==> config.mk <==
export PLATFORM = sky130hd
export DESIGN_NAME = song_controller
export DESIGN_NICKNAME = d
export VERILOG_FILES = /design/src/rtl/song_controller.sv
export SDC_FILE = /design/constraint.sdc
export NUM_CORES = 1
export LEC_CHECK = 0
export ABC_AREA = 1
export BUFFER_PORTS_ARGS = -buffer_cell sky130_fd_sc_hd__buf_2
export CORE_UTILIZATION = 40
export CTS_CLUSTER_SIZE = 14
export DETAILED_ROUTE_END_ITERATION = 8
export PLACE_DENSITY = 0.59
export SYNTH_ARGS = -nofsm -noshare
export SYNTH_HDL_FRONTEND = slang
export SYNTH_SLANG_ARGS = --single-unit
==> constraint.sdc <==
create_clock -name i_clk -period 3.9 [get_ports i_clk]
set_input_delay 0.78 -clock i_clk [delete_from_list [all_inputs] [get_ports i_clk]]
set_output_delay 0.78 -clock i_clk [all_outputs]
set_load 0.005 [all_outputs]
==> src/rtl/song_controller.sv <==
// Song playback controller: divides the clock into ticks and note strobes and runs a play/pause/stop FSM with loop counting.
// Optional single-step in PAUSE is built only when SONG_CTRL_STEP_EN is defined.
module song_controller #(
  parameter int TICK_DIV = 416667,
  parameter int LOOP_LEN = 14
) (
  input  logic       i_clk,
  input  logic       i_rst,
  input  logic       i_play,
  input  logic       i_pause,
  input  logic       i_stop,
  input  logic       i_step,
  input  logic [7:0] i_tempo,
  input  logic [3:0] i_loops,
  output logic       o_tick_stb,
  output logic       o_note_stb,
  output logic       o_seq_restart,
  output logic       o_mute,
  output logic [1:0] o_state,
  output logic       o_done
);

  localparam int DIV_W = (TICK_DIV > 1) ? $clog2(TICK_DIV) : 1;
  localparam int POS_W = (LOOP_LEN > 1) ? $clog2(LOOP_LEN) : 1;
  localparam logic [DIV_W-1:0] DIV_LAST = DIV_W'(TICK_DIV - 1);
  localparam logic [POS_W-1:0] POS_LAST = POS_W'(LOOP_LEN - 1);

  typedef enum logic [1:0] {
    IDLE  = 2'b00,
    PLAY  = 2'b01,
    PAUSE = 2'b10
  } state_t;

  state_t           state_reg, state_next;
  logic [DIV_W-1:0] div_reg;
  logic [7:0]       tick_reg;
  logic [7:0]       tempo_reg;
  logic [POS_W-1:0] pos_reg;
  logic [3:0]       loop_reg;

  logic       tick_stb_reg, note_stb_reg, restart_reg, done_reg, mute_reg;
  logic [7:0] tempo_in;
  logic       run, tick_ev, note_ev, wrap_ev, finish_ev, step_ev;
  logic       enter_play, to_idle;

`ifdef SONG_CTRL_STEP_EN
  // A step is only honoured when no other command competes for the cycle.
  assign step_ev = (state_reg == PAUSE) && i_step && !i_stop && !i_pause && !i_play;
`else
  logic unused_step;
  assign unused_step = i_step;
  assign step_ev     = 1'b0;
`endif

  // A pause or stop sampled this cycle freezes the divider immediately, so no strobe escapes into PAUSE.
  assign tempo_in  = (i_tempo == 8'd0) ? 8'd1 : i_tempo;
  assign run       = (state_reg == PLAY) && !i_stop && !i_pause;
  assign tick_ev   = run && (div_reg == DIV_LAST);
  assign note_ev   = (tick_ev && (tick_reg == tempo_reg - 8'd1)) || step_ev;
  assign wrap_ev   = note_ev && (pos_reg == POS_LAST);
  assign finish_ev = wrap_ev && (i_loops != 4'd0) &&
                     (({1'b0, loop_reg} + 5'd1) >= {1'b0, i_loops});

  always_ff @(posedge i_clk or posedge i_rst) begin
    if (i_rst) state_reg <= IDLE;
    else       state_reg <= state_next;
  end

  always_comb begin
    state_next = state_reg;
    enter_play = 1'b0;
    to_idle    = 1'b0;
    case (state_reg)
      IDLE: begin
        if (i_play && !i_stop && !i_pause) state_next = PLAY;
      end
      PLAY: begin
        if (i_stop)         state_next = IDLE;
        else if (i_pause)   state_next = PAUSE;
        else if (finish_ev) state_next = IDLE;
      end
      PAUSE: begin
        if (i_stop)                  state_next = IDLE;
        else if (i_play && !i_pause) state_next = PLAY;
        else if (finish_ev)          state_next = IDLE;
      end
      default: state_next = IDLE;
    endcase
    enter_play = (state_reg == IDLE) && (state_next == PLAY);
    to_idle    = (state_reg != IDLE) && (state_next == IDLE);
  end

  always_ff @(posedge i_clk or posedge i_rst) begin
    if (i_rst) begin
      tick_stb_reg <= 1'b0;
      note_stb_reg <= 1'b0;
      restart_reg  <= 1'b0;
      done_reg     <= 1'b0;
      mute_reg     <= 1'b1;
      div_reg      <= '0;
      tick_reg     <= 8'd0;
      tempo_reg    <= 8'd1;
      pos_reg      <= '0;
      loop_reg     <= 4'd0;
    end else begin
      tick_stb_reg <= tick_ev || step_ev;
      note_stb_reg <= note_ev;
      restart_reg  <= enter_play || to_idle;
      done_reg     <= finish_ev;
      mute_reg     <= (state_next != PLAY);
      if (state_next == IDLE) begin
        div_reg  <= '0;
        tick_reg <= 8'd0;
        pos_reg  <= '0;
        loop_reg <= 4'd0;
      end else begin
        if (run) div_reg <= (div_reg == DIV_LAST) ? '0 : div_reg + DIV_W'(1);
        if (note_ev) begin
          // Note boundary: restart the tick count and pick up any new tempo.
          tick_reg  <= 8'd0;
          tempo_reg <= tempo_in;
          if (pos_reg == POS_LAST) begin
            pos_reg  <= '0;
            loop_reg <= loop_reg + 4'd1;
          end else begin
            pos_reg <= pos_reg + POS_W'(1);
          end
        end else if (tick_ev) begin
          tick_reg <= tick_reg + 8'd1;
        end
        if (enter_play) tempo_reg <= tempo_in;
      end
    end
  end

  assign o_tick_stb    = tick_stb_reg;
  assign o_note_stb    = note_stb_reg;
  assign o_seq_restart = restart_reg;
  assign o_done        = done_reg;
  assign o_mute        = mute_reg;
  assign o_state       = state_reg;

endmodule

# Word-level counts from Yosys, hierarchy flattened
# Cells that the tools add are included.
[word_totals] regBits=50 latchBits=0 ram_bits=0 romBits=0 in_bits=18 output_inout_bits=7 word_cells=75 n_memories=0
[classes] addsub=6 n_mul=0 div_mod_pow=0 magnitude_cmp=1 n_eq_ne=7 shift=0 mux=22 bitwise=1 n_reduce_logical=27
[op_table] cell="19-bit two-way mux" n=3
[op_table] cell="8-bit two-way mux" n=6
[op_table] cell="4-bit two-way mux" n=6
[op_table] cell="19-bit by 1-bit adder with 19-bit output, second input constant" n=1
[op_table] cell="19-bit equality test, second input constant" n=1
[op_table] cell="1-bit logical AND" n=12
[op_table] cell="2-bit two-way mux" n=6
[op_table] cell="2-bit nonzero test" n=5
[op_table] cell="4-bit by 1-bit adder with 4-bit output, second input constant" n=2
[op_table] cell="8-bit by 1-bit adder with 8-bit output, second input constant" n=1
[op_table] cell="8-bit equality test" n=1
[op_table] cell="8-bit zero test" n=1
[op_table] cell="8-bit by 1-bit subtractor with 8-bit output, second input constant" n=1
[op_table] cell="2-bit case mux with 3 select lines" n=1
[op_table] cell="4-bit by 1-bit adder with 5-bit output, second input constant" n=1
[op_table] cell="5-bit by 4-bit >= comparator with 1-bit output" n=1
[op_table] cell="2-bit by 1-bit equality test with 1-bit output, second input constant" n=2
[op_table] cell="4-bit equality test, second input constant" n=1
[op_table] cell="2-bit zero test" n=2
[op_table] cell="2-bit AND reduction" n=2
[op_table] cell="4-bit nonzero test" n=1
[op_table] cell="3-bit nonzero test" n=1
[op_table] cell="2-bit equality test, second input constant" n=1
[op_table] cell="1-bit zero test" n=2
[op_table] cell="3 further kinds" n=3

# Longest topological paths before layout
[logic_depth] depth_word=16 mapped_depth=17 depth_no_buf=17

# Worst setup path before layout
# OpenSTA, ideal clock, no wires.
[synth_timing] path_kind="input to register" start="input i_loops[3]" end="register div_reg[13]" setup_ns=0.113 t_arrival_ns=2.067 t_required_ns=3.787 slack_ns=1.720 cell_stages=14 n_path_buf=1 cell_sequence="inv_1 > ha_1 > nand2_1 > nor2_1 > nand2_1 > nand4_1 > nand2_1 > inv_1 > nand4_2 > nand2_2 > nand3_4 > buf_6 > nand3b_1 > inv_2"
[synth_between] elab_chain_cells=9 elab_cells_between_ends=13 classes_between="1 x order compare; 7 x mux; 5 x reduce/logical"
[synth_lines] item="start, declared" line_no="14" source="input logic [3:0] i_loops,"
[synth_lines] item="branches (longest 2 deep; another with 5-bit by 4-bit >= comparator with 1-bit output)"
[synth_lines] item="1-bit logical AND (*)" line_no="61" source="assign finish_ev = wrap_ev && (i_loops != 4'd0) &&"
[synth_lines] item="2-bit two-way mux (*)" line_no="80, 85"
[synth_lines] item="2-bit two-way mux (on tied branches)" line_no="84, 79"
[synth_lines] item="2-bit two-way mux (on tied branches)" line_no="83, 78"
[synth_lines] item="2-bit case mux with 3 select lines (*)" line_no="73" source="case (state_reg)"
[synth_lines] item="2-bit zero test (*)" line_no="111" source="if (state_next == IDLE) begin"
[synth_lines] item="19-bit two-way mux / 2-bit nonzero test (equally long branches)"
[synth_lines] item="end signal, assigned" line_no="117" source="if (run) div_reg <= (div_reg == DIV_LAST) ? '0 : div_reg + DIV_W'(1);"
[synth_lines] item="end, declared" line_no="35" source="logic [DIV_W-1:0] div_reg;"
# Mark *: on every way between the ends.
# A chain may end at the register's enable or synchronous reset.

# Worst setup path after layout
[layout_timing] start="register tempo_reg[0]" end="register tempo_reg[0]"
[layout_between] elab_chain_cells=14 elab_cells_between_ends=19 classes_between="1 x add/sub; 2 x eq/ne; 7 x mux; 1 x bitwise; 8 x reduce/logical"
[layout_lines] item="start, declared" line_no="37" source="logic [7:0] tempo_reg;"
[layout_lines] item="start signal, assigned" line_no="121" source="tempo_reg <= tempo_in;"
[layout_lines] item="start signal, assigned" line_no="131" source="if (enter_play) tempo_reg <= tempo_in;"
[layout_lines] item="8-bit by 1-bit subtractor with 8-bit output (*)" line_no="59" source="assign note_ev = (tick_ev && (tick_reg == tempo_reg - 8'd1)) || step_ev;"
[layout_lines] item="8-bit equality test (*)" line_no="59"
[layout_lines] item="1-bit logical AND (*)" line_no="59"
[layout_lines] item="1-bit logical AND" line_no="60" source="assign wrap_ev = note_ev && (pos_reg == POS_LAST);"
[layout_lines] item="1-bit logical AND (2 in series)" line_no="61"
[layout_lines] item="2-bit two-way mux" line_no="80, 85"
[layout_lines] item="2-bit two-way mux (on tied branches)" line_no="84, 79"
[layout_lines] item="2-bit two-way mux (on tied branches)" line_no="83, 78"
[layout_lines] item="2-bit case mux with 3 select lines" line_no="73"
[layout_lines] item="2-bit by 1-bit equality test with 1-bit output" line_no="89" source="enter_play = (state_reg == IDLE) && (state_next == PLAY);"
[layout_lines] item="1-bit logical AND" line_no="89"
[layout_lines] item="2-bit nonzero test (no source line)"
[layout_lines] item="2-bit AND reduction (no source line)"
# Mark *: on every way between the ends. The rest lies on a longest branch, timed or not.

==> key figures <==
Outcome
  – Status: complete, no violations

Pwr
  – PD cells: 337 nW/µm²
  – Power, Total: 1300 µW
  – LEAKAGE: 0.00216 µW
  – VDD IR max: 149 µV

Setup path
  – Critical path peak fanout: 53
  – Startpoint Class: flop
  – R2r worst-path depth: 16
  – Crit Path Category: reg2reg
  – Worst Path Required: 4.15 ns
  – Worst EP arrival: between 3 and 4 ns
  – Worst setup EP type: flop

Global routing
  – Tot GR Track Use: 17.8%
  – Initial antenna violation count: 0
  – First-pass GRT wire length: 13100 µm
  – Vias in the first global route: 2929
  – GR Overflow Total: 0
  – Largest net degree at the start of global routing: between 50 and 60

Final layout
  – Commonest non-fill, non-tap cell in the layout: nand2_1
  – Finished Cell Area: 3870 µm²
  – Area growth, synth to finish: 8.31%
  – Commonest non-fill, non-tap cells in the layout: nand2_1, inv_1, nand3_1
  – Antenna Cells: 0
  – Number of flip-flops in the largest register: 19
  – Fin cells: 646
  – Final nets: 566
  – Share of cells above drive strength 1: 15.4%
  – Final Util: 44.6%

Synthesis
  – Post-synth cell types: 40
  – Mapped Cells: 520
  – Register bit total from synthesis: 50
  – Syn Nets: 549
  – Avg Inst Size Synth: between 6 and 7 µm²
  – Total number of yosys warnings: 0
  – Seq/Total Area, Yosys: a little over a third
  – Post-Syn Area: 3570 µm²

Die
  – Rows: 34
  – Die Y: 96.5 µm
  – Die W: slightly below 100 µm
  – Initial core utilization: 41.1%
  – Core Region: 8680 µm²
  – Die ar.: between 9000 and 10000 µm²
  – IO Pins: 25

Clock tree
  – Root Driver: clkbuf_8
  – CTS buffer count: 5
  – Clock Tree Buf Depth: 2
  – CTS tree: done
  – Worst-path clk slew: around 0.1 ns
  – CTS H-Tree Depth: 2
  – Latest clock arrival within the worst-skew pair: about 0.31 ns
  – Resized cells post-CTS: 0
  – Total setup buffers inserted after CTS: 0
  – Num Clock Sinks: 50
  – CTS Hold Bufs: 0

Placed design
  – Routability cong.: 0.886
  – Total placed cells including tap cells: 638
  – # port buffers: 23
  – DP Area: ~3700 µm²
  – Dpl hpwl: approximately 5400 µm

Routing
  – Vias: 3091
  – Pre-antenna DRT Iters: 4
  – Routed length per instance: ~11 µm
  – Total wire length: roughly 7300 µm
  – DR vias/cell: 4.78
  – Iteration-0 DRC Markers: 101
  – DRC violation count after routing: 0
  – ANT nets after route: 0

Timing
  – Min Clock Period, post-route: about 2.9 ns
  – Max_slew headroom: between 30% and 40%
  – Finish-stage setup viols: 0
  – Final Slew Violations: 0
  – Least-Margin Pin Slew: 1.04 ns
  – Final worst-path cycle share: 74.2%
  – Setup Skew: between 0.009 and 0.01 ns
  – Sum Neg Setup Slack: 0 ns
  – RSZ-0062 raised after global routing: false
  – Fmax: 0.345 GHz
  – Final hold violations: 0

Worst hold path
  – Hold Crit Depth: 2
  – Hold Path Class: reg2reg

Job
  – Max-cap viol count: 0
==> cell type report <==
class / count / area, µm²
inverters: 102 / 383
flip-flops and latches: 50 / 1250
clock buffers: 5 / 68.8
fillers: 950 / 4810
multi-input cells: 354 / 1830
repair buffers: 24 / 123
well taps: 108 / 135
clock inverters: 3 / 68.8
==> stage by stage <==
| step | hold WS, ns | worst slack [ns] |
|---|---|---|
| 2_1_floorplan | 0.451 | 1.72 |
| 3_3_place_gp | 0.472 | 0.954 |
| 3_5_place_dp | 0.487 | 0.908 |
| 4_1_cts | 0.507 | 0.952 |
| 5_1_grt | 0.526 | 0.647 |
| 6_report | 0.506 | 1.01 |
==> cell families after synthesis <==
family                     synth area share [%]
adders and majority gates                  3.86
and+or+nand+nor                            38.6
DFF                                        35.1
buffers and inverters                      13.5
xor gates and xnor gates                   5.15
AOI/OAI and AO/OA                          3.82
==> worst max-delay path: stages (launching register included) <==
cell	delay (ns)
dfstp_2	0.57
inv_1	0.09
ha_1	0.31
inv_1	0.04
nand2_1	0.04
nand2_1	0.04
nor2_1	0.15
nand3_1	0.09
nor2_1	0.11
nand2_1	0.08
nor2_2	0.12
nand4_2	0.10
nand2_2	0.11
nand3_4	0.46
nand2_2	0.36
nand2_1	0.08
nand2_1	0.07
==> layer usage <==
layer	track usage, %	share of wire, %
met1	23.7	50
met2	30.2	47
met3	2.58	2.4
met4	4.04	0.80
met5	0	0
==> synth_stat cells <==
cell | count | area share [%]
nand2_1 | 148 | 16
inv_1 | 76 | 8.0
nand3_1 | 61 | 8.6
dfrtp_1 | 48 | 34
nor2_1 | 43 | 4.5
inv_2 | 26 | 2.7
nand4_1 | 12 | 2.1
xor2_1 | 12 | 2.9
ha_1 | 11 | 3.9
nor3_1 | 10 | 1.4
xnor2_1 | 9 | 2.2
o21ai_0 | 6 | 0.84
buf_6 | 5 | 1.6
nand2_2 | 5 | 0.88
nand3b_1 | 4 | 0.84
nor4_1 | 4 | 0.70
buf_2 | 3 | 0.42
clkbuf_1 | 3 | 0.32
nor2_2 | 3 | 0.53
o21ai_1 | 3 | 0.42
o21ai_2 | 3 | 0.74
a21oi_1 | 2 | 0.28
dfstp_2 | 2 | 1.5
nand3_2 | 2 | 0.56
nand4_2 | 2 | 0.70
nor2_4 | 2 | 0.63
nor3_2 | 2 | 0.56
a21o_1 | 1 | 0.21
a22oi_1 | 1 | 0.21
a32oi_1 | 1 | 0.25
buf_1 | 1 | 0.11
buf_4 | 1 | 0.21
clkbuf_2 | 1 | 0.14
nand3_4 | 1 | 0.49
nor4_2 | 1 | 0.35
o22ai_1 | 1 | 0.18
o311ai_0 | 1 | 0.25
o31ai_1 | 1 | 0.21
o41ai_1 | 1 | 0.25
or2_2 | 1 | 0.18
==> report_power, final <==
group | switching [µW] | internal, µW
Combinational | 185 | 99.0
Sequential | 30.3 | 547
Clock | 186 | 257
==> final timing paths <==
check	slack, ns	end	start
hold / removal	0.51	tempo_reg[0]	tempo_reg[0]
max in group asynchronous	2.53	tick_reg[1]	i_rst
min in group asynchronous	0.72	o_seq_restart	i_rst
setup / recovery	1.01	tempo_reg[0]	tempo_reg[0]
hold reg to reg	0.51	tempo_reg[0]	tempo_reg[0]
setup reg to reg	1.01	tempo_reg[0]	tempo_reg[0]
No activity file was read; power rests on OpenSTA's default activity.
